--- src/rtl/prog_loader_pkg.sv ---
// Shared definitions for the serial program loader.
//   HEADER_BYTE          : frame start marker
//   DEFAULT_CLKS_PER_BIT : 115200 baud from a 50 MHz clock
//   load_state_t         : frame FSM states
//   rx_state_t           : UART receiver states
package prog_loader_pkg;

  localparam logic [7:0]  HEADER_BYTE          = 8'hA5;
  localparam int unsigned DEFAULT_CLKS_PER_BIT = 434;

  typedef enum logic [2:0] {
    ST_IDLE,
    ST_LEN_HI,
    ST_LEN_LO,
    ST_DATA,
    ST_CSUM,
    ST_DONE,
    ST_ERR
  } load_state_t;

  typedef enum logic [1:0] {
    RX_IDLE,
    RX_START,
    RX_DATA,
    RX_STOP
  } rx_state_t;

endpackage

--- src/rtl/uart_rx.sv ---
// 8N1 UART receiver.
//   clock, reset : system clock, async active-low reset
//   rx           : asynchronous serial line, idles high
//   byte_out     : last received byte (valid while byte_valid pulses)
//   byte_valid   : one-cycle pulse, good stop bit
//   frame_err    : one-cycle pulse, stop bit sampled low
module uart_rx
  import prog_loader_pkg::*;
#(
  parameter int unsigned CLKS_PER_BIT = DEFAULT_CLKS_PER_BIT
) (
  input  logic       clock,
  input  logic       reset,
  input  logic       rx,
  output logic [7:0] byte_out,
  output logic       byte_valid,
  output logic       frame_err
);

  localparam int unsigned      CNT_W     = $clog2(CLKS_PER_BIT);
  localparam logic [CNT_W-1:0] HALF_LAST = CNT_W'(CLKS_PER_BIT / 2 - 1);
  localparam logic [CNT_W-1:0] BIT_LAST  = CNT_W'(CLKS_PER_BIT - 1);

  rx_state_t        state, state_nxt;
  logic             rx_meta, rx_sync, rx_prev;
  logic [CNT_W-1:0] cnt;
  logic [2:0]       bit_idx;
  logic [7:0]       shift;
  logic             half_tick, bit_tick;

  assign half_tick = (cnt == HALF_LAST);
  assign bit_tick  = (cnt == BIT_LAST);

  always_comb begin
    state_nxt = state;
    case (state)
      RX_IDLE:  if (rx_prev && !rx_sync)            state_nxt = RX_START;
      // a start bit that has gone high again by mid-bit is a glitch
      RX_START: if (half_tick)                      state_nxt = rx_sync ? RX_IDLE : RX_DATA;
      RX_DATA:  if (bit_tick && bit_idx == 3'd7)    state_nxt = RX_STOP;
      RX_STOP:  if (bit_tick)                       state_nxt = RX_IDLE;
      default:                                      state_nxt = RX_IDLE;
    endcase
  end

  always_ff @(posedge clock or negedge reset) begin
    if (!reset) begin
      state      <= RX_IDLE;
      rx_meta    <= 1'b1;
      rx_sync    <= 1'b1;
      rx_prev    <= 1'b1;
      cnt        <= '0;
      bit_idx    <= '0;
      shift      <= '0;
      byte_out   <= '0;
      byte_valid <= 1'b0;
      frame_err  <= 1'b0;
    end else begin
      state      <= state_nxt;
      rx_meta    <= rx;
      rx_sync    <= rx_meta;
      rx_prev    <= rx_sync;
      byte_valid <= 1'b0;
      frame_err  <= 1'b0;

      if (state == RX_IDLE || state != state_nxt || (state == RX_DATA && bit_tick))
        cnt <= '0;
      else
        cnt <= cnt + CNT_W'(1);

      if (state == RX_START)
        bit_idx <= '0;

      if (state == RX_DATA && bit_tick) begin
        shift   <= {rx_sync, shift[7:1]};
        bit_idx <= bit_idx + 3'd1;
      end

      if (state == RX_STOP && bit_tick) begin
        if (rx_sync) begin
          byte_out   <= shift;
          byte_valid <= 1'b1;
        end else begin
          frame_err  <= 1'b1;
        end
      end
    end
  end

endmodule

--- src/rtl/prog_loader.sv ---
// Serial program loader: receives a framed image over UART and writes
// 32-bit words into instruction memory.
//   clock, reset      : system clock, async active-low reset
//   rx                : UART line from host
//   wr_en/addr/data   : one-cycle word write to instruction memory
//   busy              : frame in progress
//   done / err        : last frame good / bad, held until next header
//   words_loaded      : words written in current or last frame
// Frame: A5, LEN_HI, LEN_LO, LEN*4 data bytes (words big-endian), CSUM
// where CSUM is the XOR of the data bytes.
module prog_loader
  import prog_loader_pkg::*;
#(
  parameter int unsigned CLKS_PER_BIT = DEFAULT_CLKS_PER_BIT,
  parameter int unsigned ADDR_W       = 16,
  parameter int unsigned BASE_ADDR    = 0,
  parameter int unsigned MAX_WORDS    = 256,
  parameter int unsigned TIMEOUT_CLKS = 5000000
) (
  input  logic              clock,
  input  logic              reset,
  input  logic              rx,
  output logic              wr_en,
  output logic [ADDR_W-1:0] wr_addr,
  output logic [31:0]       wr_data,
  output logic              busy,
  output logic              done,
  output logic              err,
  output logic [15:0]       words_loaded
);

  localparam int unsigned TO_W = $clog2(TIMEOUT_CLKS + 1);

  logic [7:0]      rx_byte;
  logic            byte_valid, frame_err;

  load_state_t     state, state_nxt;
  logic [7:0]      len_hi;
  logic [15:0]     len_q;
  logic [15:0]     len_n;
  logic [1:0]      byte_idx;
  logic [23:0]     word_sr;
  logic [7:0]      csum;
  logic [TO_W-1:0] to_cnt;
  logic            timeout, in_frame, start_frame, last_word;

  uart_rx #(
    .CLKS_PER_BIT(CLKS_PER_BIT)
  ) u_rx (
    .clock     (clock),
    .reset     (reset),
    .rx        (rx),
    .byte_out  (rx_byte),
    .byte_valid(byte_valid),
    .frame_err (frame_err)
  );

  assign len_n     = {len_hi, rx_byte};
  assign timeout   = (to_cnt == TO_W'(TIMEOUT_CLKS));
  assign last_word = wr_en && (words_loaded + 16'd1 == len_q);

  always_comb begin
    in_frame    = 1'b0;
    start_frame = 1'b0;
    state_nxt   = state;
    case (state)
      ST_IDLE, ST_DONE, ST_ERR: begin
        if (byte_valid && rx_byte == HEADER_BYTE) begin
          start_frame = 1'b1;
          state_nxt   = ST_LEN_HI;
        end
      end
      ST_LEN_HI: begin
        in_frame = 1'b1;
        if (byte_valid) state_nxt = ST_LEN_LO;
      end
      ST_LEN_LO: begin
        in_frame = 1'b1;
        if (byte_valid) begin
          if (len_n > 16'(MAX_WORDS)) state_nxt = ST_ERR;
          else if (len_n == 16'd0)    state_nxt = ST_CSUM;
          else                        state_nxt = ST_DATA;
        end
      end
      ST_DATA: begin
        in_frame = 1'b1;
        // leave DATA on the strobe of the final word so the strobe stays inside DATA
        if (last_word) state_nxt = ST_CSUM;
      end
      ST_CSUM: begin
        in_frame = 1'b1;
        if (byte_valid) state_nxt = (rx_byte == csum) ? ST_DONE : ST_ERR;
      end
      default: state_nxt = ST_IDLE;
    endcase
    if (in_frame && (frame_err || timeout))
      state_nxt = ST_ERR;
  end

  always_comb begin
    busy = (state == ST_LEN_HI) || (state == ST_LEN_LO) ||
           (state == ST_DATA)   || (state == ST_CSUM);
    done = (state == ST_DONE);
    err  = (state == ST_ERR);
  end

  always_ff @(posedge clock or negedge reset) begin
    if (!reset) begin
      state        <= ST_IDLE;
      wr_en        <= 1'b0;
      wr_addr      <= ADDR_W'(BASE_ADDR);
      wr_data      <= '0;
      words_loaded <= '0;
      len_hi       <= '0;
      len_q        <= '0;
      byte_idx     <= '0;
      word_sr      <= '0;
      csum         <= '0;
      to_cnt       <= '0;
    end else begin
      state <= state_nxt;
      wr_en <= 1'b0;

      if (!in_frame || byte_valid)
        to_cnt <= '0;
      else if (!timeout)
        to_cnt <= to_cnt + TO_W'(1);

      if (start_frame) begin
        csum         <= '0;
        words_loaded <= '0;
        wr_addr      <= ADDR_W'(BASE_ADDR);
        byte_idx     <= '0;
      end

      if (state == ST_LEN_HI && byte_valid)
        len_hi <= rx_byte;

      if (state == ST_LEN_LO && byte_valid) begin
        len_q    <= len_n;
        byte_idx <= '0;
      end

      // gated on staying in DATA so an error in the same cycle cannot
      // produce a strobe outside DATA
      if (state == ST_DATA && byte_valid && state_nxt == ST_DATA) begin
        csum     <= csum ^ rx_byte;
        word_sr  <= {word_sr[15:0], rx_byte};
        byte_idx <= byte_idx + 2'd1;
        if (byte_idx == 2'd3) begin
          wr_en   <= 1'b1;
          wr_data <= {word_sr, rx_byte};
        end
      end

      if (wr_en) begin
        wr_addr      <= wr_addr + ADDR_W'(4);
        words_loaded <= words_loaded + 16'd1;
      end
    end
  end

endmodule

--- config.mk ---
export PLATFORM = sky130hd
export DESIGN_NAME = prog_loader
export DESIGN_NICKNAME = d
export VERILOG_FILES = /design/src/rtl/prog_loader_pkg.sv /design/src/rtl/uart_rx.sv /design/src/rtl/prog_loader.sv
export SDC_FILE = /design/constraint.sdc
export NUM_CORES = 1
export LEC_CHECK = 0
export ABC_CLOCK_PERIOD_IN_PS = 6200
export CAP_MARGIN = 0
export CORE_MARGIN = 3
export CORE_UTILIZATION = 63
export CTS_CLUSTER_DIAMETER = 30
export DETAILED_ROUTE_END_ITERATION = 16
export PLACE_DENSITY = 0.85
export SYNTH_ARGS = -nofsm -noshare
export SYNTH_HDL_FRONTEND = slang
export SYNTH_SLANG_ARGS = --single-unit
--- constraint.sdc ---
create_clock -name clock -period 6.2 [get_ports clock]
set_input_delay 0.93 -clock clock [delete_from_list [all_inputs] [get_ports clock]]
set_output_delay 0.93 -clock clock [all_outputs]
set_load 0.02 [all_outputs]
==> impl_metrics.csv, run 1 <==
group,metric,value,unit
timing,grt_setup_unrepaired,"no",
layout,post-route-util,0.741,
clock_tree,post_cts_resized,0,
detailed_routing,ant_nets,0,
layout,final_cell_area,10400,sq um
critical_path,timing.critical_path.slowest_cell_delay,0.95,ns
clock_tree,clock-root-buffer,"sky130_fd_sc_hd__clkbuf_16",
detailed_routing,route.detailed.drc,0,
logic_synthesis,synth_simple_gate_area_share,0.168,
clock_tree,tritoncts_num_sinks,182,
clock_tree,postCtsSetupBuffers,0,
power_and_ir_drop,power_switching_share,0.237,
logic_synthesis,syn_area_per_cell,11.1,sq um
floorplanning,die_x,126,microns
critical_path,cpMaxStageDelayCell,"sky130_fd_sc_hd__and2_2",
clock_tree,clk_pin_slew_worst_paths,0.07,ns
timing,final-max-slew-violation-count,0,
critical_path,count_of_buffering_cells_on_the_critical_path_with_inverters_included,1,
logic_synthesis,synthCells,815,
critical_path,regToRegStartpoint,"words_loaded[0]",
run_status,run_status,"finished clean",
clock_tree,cts_tree,"yes",
detailed_routing,drt_iter0_markers,474,
grt,first_global_vias,6567,
logic_synthesis,synth_mux_area_frac,0.144,
floorplanning,floorplan.die_area,15800,sq um
detailed_routing,post_dr_wirelength_cell,18.6,microns
power_and_ir_drop,power_per_cell_area,235,nW/um^2
critical_path,cell_class_contributing_the_biggest_share_of_worst_path_delay,"simple AND/OR/NAND/NOR gates",
floorplanning,initial_core_util,0.647,
clock_tree,cts_htree_levels,4,
floorplanning,row_count,43,
grt,initial_antenna_violation_count,0,
logic_synthesis,yosysWarnings,0,
critical_path,timing.critical_path.from_type,"flip-flop",
floorplanning,area_of_the_core_region,14000,sq um
logic_synthesis,post_synth_fa_ha_maj_area_fraction,0.0149,
power_and_ir_drop,switchingPower,0.577,mW
logic_synthesis,synth_edf_count,0,
detailed_routing,wl,19.6,mm
logic_synthesis,synth_compound_gate_area_share,0.0677,
critical_path,worst_ep_required_time,6.52,ns
grt,globalRoute.totalOverflow,0,
timing,skew,0.0132,ns
grt,maximum_number_of_pins_on_one_net_before_global_route_repair,115,
logic_synthesis,asyncSetResetFlopFracSynth,1.00,
logic_synthesis,mappedNetlistArea,9050,sq um
hold_path,tightest_hold_check_type,"flip-flop to flip-flop",
timing,period_share,0.640,
logic_synthesis,largest_family_of_logic_cells_by_synthesized_area,"simple AND/OR/NAND/NOR gates",
power_and_ir_drop,p_int,1.85,mW
critical_path,critPathLaunch,"words_loaded[0]",
layout,layout-area-overhead-vs-synth,14.6,%
power_and_ir_drop,share_clk_of_total_power,0.464,
clock_tree,number_of_hold_buffers_added_after_cts,0,
power_and_ir_drop,p_comb_frac,0.031,
critical_path,timing.setup.critical_path_class,"flip-flop to flip-flop",
layout,design.final.nets,871,
hold_path,holdCritStartpoint,"u_rx.rx_meta",
timing,setup_viol_count_final,0,
logic_synthesis,synthDistinctLibCells,63,
place,gp_congestion,0.919,
detailed_routing,drtPass1Iterations,5,
place,detailedPlacementHpwl,12.4,mm
place,place.port_buffers,68,
critical_path,worst_ep_arrival_time,4.29,ns
place,placement_cell_area,9750,sq um
timing,fin_crit,3.97,ns
clock_tree,cts_max_path_buffers,2,
timing,tightest_pin_transition,1.28,ns
timing,finalHoldViolCount,0,
grt,grt.total_usage,0.257,
logic_synthesis,dominant_synthesized_flop_cell,"sky130_fd_sc_hd__dfrtp_1",
timing,finalSetupTns,0,ns
floorplanning,top_level_ports,71,
clock_tree,numCtsBuffers,17,
layout,drive_gt1_frac,0.172,
timing,max_freq,252,MHz
critical_path,critical_path.cell_chain,"ha_1, nand3_1, or2_0, or3_1, o211ai_1, nor4_2, a21oi_2, buf_4, and2_2, mux2_2",
job,maxCapViolations,0,
floorplanning,dieHeight,126,microns
detailed_routing,dr_total_vias,6400,
logic_synthesis,register_bit_total_from_synthesis,182,
grt,grt_first_pass_wirelength,33.1,mm
critical_path,critical_path.max_fanout,35,
power_and_ir_drop,fraction_of_power_consumed_by_sequential_logic,0.505,
detailed_routing,post_drt_via_cell_ratio,6.09,
power_and_ir_drop,leakagePower,4.68,nW
logic_synthesis,synth_xor_area_frac,0.0658,
logic_synthesis,synth_seq_area_share,0.504,
critical_path,worstSetupEndpointType,"flip-flop",
clock_tree,insertion_delay,0.44,ns
layout,num_antenna_cells,0,
power_and_ir_drop,ir_worst_vdd,0.238,mV
timing,relSlewSlack,0.143,
==> worst register-to-register path, delay by kind of cell, from the launching register on <==
family,cells,cell delay [ns]
DFF,1,0.46
and+or+nand+nor,5,1.95
AOI/OAI and AO/OA,2,0.28
adders and majority gates,1,0.31
buffers and inverters,1,0.41
muxes,1,0.45
==> flip-flops by register name (all words and copies together) (netlist names), 9 cells and up <==
register / cells
len_q: 16
u_rx.cnt: 9
word_sr: 24
words_loaded: 16
to_cnt: 23
wr_data: 32
wr_addr: 14
==> synthesized netlist by cell type (all sizes together) (2+ instances only) <==
cell type	instances	area (sq um)
dfrtp	179	4480
a31oi	4	25.0
o31ai	2	15.0
and3b	9	78.8
nand4	16	100
buf	17	123
nor4b	11	103
o2bb2ai	2	17.5
nor2	64	240
and4b	2	20.0
nor4bb	3	30.0
nor3b	6	45.0
o211ai	4	30.0
inv	22	82.6
and3	14	87.6
nor4	9	68.8
nor2b	4	25.0
nand2b	5	31.3
nand3b	6	45.0
o22ai	6	37.5
and2	2	12.5
a211o	7	61.3
o21ai	37	185
mux2i	9	90.1
xnor2	38	333
nand2	61	229
and4	8	70.1
ha	10	125
nor3	7	35.0
xor2	30	263
a21oi	18	97.6
dfstp	3	78.8
mux2	98	1210
a21o	3	22.5
clkbuf	32	120
or3	7	48.8
or4	2	15.0
or2	3	18.8
nand3	39	195
==> area by class of cell <==
class | instances | area [sq um]
inverter | 22 | 82.6
timing repair buffer | 72 | 712
clock buffer | 18 | 439
clock inverter | 14 | 178
sequential | 182 | 4560
tap | 180 | 225
fill | 885 | 3620
multi-input combinational | 563 | 4180
==> power groups by stage <==
stage	logic [mW]	clock network [mW]	registers, mW
finish	0.0759	1.13	1.23
global route	0.0904	1.19	1.23
CTS	0.0793	1.14	1.23
detailed placement	0.0781	0	1.25
global placement	0.0744	0	1.25
floorplan	0.0473	0	1.24
==> path summary, 6_finish.rpt <==
| kind | end | slack, ns | cells past startpoint |
|---|---|---|---|
| min in group asynchronous | to_cnt[21] | 0.61 | 1 |
| setup reg to reg | wr_data[31] | 2.23 | 10 |
| hold / removal | u_rx.rx_sync | 0.36 | 0 |
| hold reg to reg | u_rx.rx_sync | 0.36 | 0 |
| setup / recovery | wr_data[31] | 2.23 | 10 |
| max in group asynchronous | u_rx.byte_out[2] | 4.18 | 2 |
==> logic make-up after synthesis <==
family,Yosys count
buffers and inverters,71
AND/OR/NAND/NOR,280
other,1
multiplexers,107
adder cells (fa/ha/maj),11
AO/OA/AOI/OAI,95
XOR/XNOR,68
flip-flops,182
==> per-stage QoR <==
step	setup slack, ns	std cells	power, mW	hold slack (ns)
after floorplan	3.20	816	1.29	0.345
after global placement	2.44	1019	1.32	0.346
after detailed placement	2.32	1019	1.33	0.348
after CTS	2.27	1051	2.45	0.359
after global routing	1.96	1051	2.51	0.365
final	2.23	1051	2.43	0.358
==> placed cells by master (no fill, tap or decap), drive strengths merged, types with 3 or more instances in the layout <==
master / instances
and3b: 9
dfstp: 3
nor3: 7
nor2: 64
nand2: 61
a31oi: 4
or3: 7
dfrtp: 179
nand2b: 5
a211o: 7
clkdlybuf4s50: 67
a21o: 3
clkinv: 3
buf: 5
o22ai: 6
nand3b: 6
nand3: 39
nor4bb: 3
or2: 3
mux2: 98
and3: 14
clkbuf: 18
a21oi: 18
nand4: 16
ha: 10
xnor2: 38
mux2i: 9
o211ai: 4
nor3b: 6
xor2: 30
and4: 8
nor4: 9
inv: 29
o21ai: 37
nor4b: 11
nor2b: 4
==> layer usage <==
metal  up-vias  global-route usage  routed length (microns)  share of wire
met2       185               0.424                     9830           0.50
li1       2958                   -                        -              -
met5         -                   0                        0              0
met4         0              0.0997                      430          0.022
met1      3223               0.344                     8460           0.43
met3        34              0.0424                      852          0.044
No activity file was read; power rests on OpenSTA's default activity.
==> inputs of run 2 (changes only) <==
- ABC_CLOCK_PERIOD_IN_PS: 6200 -> 3300
- CORE_UTILIZATION: 63 -> 53
- PLACE_DENSITY: 0.85 -> 0.76
- clock period: 6.2 -> 3.3 ns (I/O delays scaled with it)
==> run 2 against run 1 <==
Effect of this change: worst setup slack got worse by 2.0 ns; design area increased by 2.5%; count of clock-buffer cells in the layout unchanged; wire length decreased by 10%; global-route usage decreased by 5.7 points; critical path depth unchanged; sequential cell count unchanged; via count decreased by 4.2%.
==> impl_metrics.csv, run 2 (synthesis gave the netlist of run 1 again) <==
group,metric,value,unit
layout,drive_gt1_frac,0.194,
clock_tree,insertion_delay,0.43,ns
place,post-place-cells,1082,
layout,design.final.nets,894,
detailed_routing,routed.top_layer,"met4",
detailed_routing,post_drt_via_cell_ratio,5.51,
grt,globalRoute.totalOverflow,0,
detailed_routing,wl,17.6,mm
timing,relSlewSlack,0.480,
place,gp_congestion,0.833,
clock_tree,numCtsBuffers,17,
timing,finalSetupTns,0,ns
power_and_ir_drop,power_switching_share,0.247,
timing,grt_setup_unrepaired,"no",
timing,skew,0.0148,ns
detailed_routing,wl_met3,641,microns
timing,period_share,0.924,
floorplanning,initial_core_util,0.544,
detailed_routing,post_dr_wirelength_cell,15.8,microns
clock_tree,cts_tree,"yes",
clock_tree,tritoncts_num_sinks,182,
grt,grt_first_pass_wirelength,30.2,mm
detailed_routing,drtPass1Iterations,8,
power_and_ir_drop,leakagePower,4.81,nW
power_and_ir_drop,p_comb_frac,0.032,
timing,finalWorstSetupSlack,0.251,ns
place,placement.setup.worst_slack,0.231,ns
detailed_routing,ant_nets,0,
floorplanning,row_count,47,
layout,final_common_cell,"sky130_fd_sc_hd__dfrtp_1",
power_and_ir_drop,fraction_of_power_consumed_by_sequential_logic,0.516,
layout,layout-area-overhead-vs-synth,17.5,%
grt,initial_antenna_violation_count,0,
grt,first_global_vias,5911,
power_and_ir_drop,ir_worst_vdd,0.340,mV
layout,post-route-util,0.639,
timing,finalHoldViolCount,0,
clock_tree,cts_htree_levels,4,
floorplanning,dieHeight,137,microns
hold_path,tightest_hold_check_type,"primary input to async pin",
layout,max_flop_register,"wr_data",
detailed_routing,dr_total_vias,6134,
grt,grt.total_usage,0.200,
critical_path,cell_class_contributing_the_biggest_share_of_worst_path_delay,"simple AND/OR/NAND/NOR gates",
power_and_ir_drop,share_clk_of_total_power,0.451,
detailed_routing,route.detailed.drc,0,
critical_path,count_of_buffering_cells_on_the_critical_path_with_inverters_included,1,
timing,setup_viol_count_final,0,
layout,layout.cells.non_filler,1114,
critical_path,critical-path-top-cell-by-count,"sky130_fd_sc_hd__nand4_1",
clock_tree,clk_pin_slew_worst_paths,0.07,ns
layout,num_antenna_cells,0,
detailed_routing,met2_wirelength,8.17,mm
job,maxCapViolations,0,
clock_tree,cts_max_path_buffers,2,
critical_path,worst_ep_required_time,3.61,ns
place,detailedPlacementHpwl,12.1,mm
timing,tightest_pin_transition,0.772,ns
critical_path,timing.critical_path.from_type,"flip-flop",
critical_path,cpMaxStageDelayCell,"sky130_fd_sc_hd__dfrtp_1",
layout,layout.cells.most_common_list,"179 x sky130_fd_sc_hd__dfrtp_1, 69 x sky130_fd_sc_hd__mux2_2, 67 x sky130_fd_sc_hd__clkdlybuf4s50_1",
timing,max_freq,328,MHz
layout,largest_reg_flops,32,
grt,maximum_number_of_pins_on_one_net_before_global_route_repair,73,
power_and_ir_drop,p_int,3.36,mW
floorplanning,die_x,137,microns
clock_tree,clock-root-buffer,"sky130_fd_sc_hd__clkbuf_16",
critical_path,critical_path.cell_chain,"ha_1, nand4_1, or3_4, a2111oi_4, nand4_1, nor4_4, a21oi_4, and2_2, buf_12, mux2_4",
power_and_ir_drop,power_per_cell_area,420,nW/um^2
critical_path,critical_path.max_fanout,33,
place,place.port_buffers,68,
floorplanning,area_of_the_core_region,16600,sq um
layout,largest_registers_ranked_by_flip_flop_count,"wr_data: 32 flops, word_sr: 24 flops, to_cnt: 23 flops",
critical_path,timing.setup.critical_path_class,"flip-flop to flip-flop",
power_and_ir_drop,switchingPower,1.10,mW
timing,worst_hold_slack,0.0637,ns
timing,final-max-slew-violation-count,0,
floorplanning,floorplan.die_area,18700,sq um
critical_path,timing.critical_path.slowest_cell_delay,0.42,ns
run_status,run_status,"finished clean",
critical_path,reg2reg_setup_slack,0.25,ns
detailed_routing,met1_routed_wirelength_after_detailed_routing,8.59,mm
critical_path,worstSetupEndpointType,"flip-flop",
critical_path,worst_ep_arrival_time,3.36,ns
floorplanning,top_level_ports,71,
clock_tree,postCtsSetupBuffers,0,
detailed_routing,drt_iter0_markers,324,
timing,fin_crit,3.05,ns
==> run 2: final cells by class <==
cell class                 count  area, sq um
sequential                   182         4560
multi-input combinational    563         4190
clock inverter                14          175
tap                          220          275
inverter                      22         82.6
fill                        1255         6010
clock buffer                  18          439
timing repair buffer          95          910
==> run 2: power groups by stage <==
stage          Combinational [mW]  Sequential, mW  Clock (mW)
4_1_cts                     0.150            2.31        2.06
6_report                    0.144            2.31        2.02
5_1_grt                     0.169            2.32        2.15
2_1_floorplan              0.0889            2.34           0
3_5_place_dp                0.148            2.35           0
3_3_place_gp                0.147            2.35           0
==> run 2: per-stage QoR <==
step | total power, mW | instance area [sq um]
6_report | 4.47 | 10600
2_1_floorplan | 2.43 | 9050
3_5_place_dp | 2.50 | 10000
3_3_place_gp | 2.50 | 10000
5_1_grt | 4.64 | 10600
4_1_cts | 4.52 | 10600
==> run 2: per-layer routing <==
| layer | track usage | vias to the layer above |
|---|---|---|
| met2 | 0.301 | 104 |
| li1 | - | 2994 |
| met4 | 0.0526 | 0 |
| met3 | 0.0419 | 17 |
| met1 | 0.295 | 3019 |
| met5 | 0 | - |
==> run 2: worst reg2reg max path, stage by stage (launching register included) <==
cell,delay [ns]
sky130_fd_sc_hd__dfrtp_1,0.42
sky130_fd_sc_hd__ha_1,0.29
sky130_fd_sc_hd__nand4_1,0.16
sky130_fd_sc_hd__or3_4,0.42
sky130_fd_sc_hd__a2111oi_4,0.36
sky130_fd_sc_hd__nand4_1,0.18
sky130_fd_sc_hd__nor4_4,0.25
sky130_fd_sc_hd__a21oi_4,0.11
sky130_fd_sc_hd__and2_2,0.22
sky130_fd_sc_hd__buf_12,0.19
sky130_fd_sc_hd__mux2_4,0.35
==> run 2: final timing paths <==
kind                                 start            to  cells past startpoint
setup / recovery           words_loaded[1]   wr_data[13]                     10
hold / removal                       reset   wr_addr[11]                      1
setup reg to reg           words_loaded[1]   wr_data[13]                     10
hold reg to reg               u_rx.rx_meta  u_rx.rx_sync                      0
max in group asynchronous            reset  u_rx.rx_prev                      2
min in group clock            u_rx.rx_meta  u_rx.rx_sync                      0
==> run 2: what timing repair did <==
item	CTS	global route
endpoints found under the setup margin	0	1
resized for setup	0	1
endpoints found under the hold margin	0	0
hold buffers	0	0
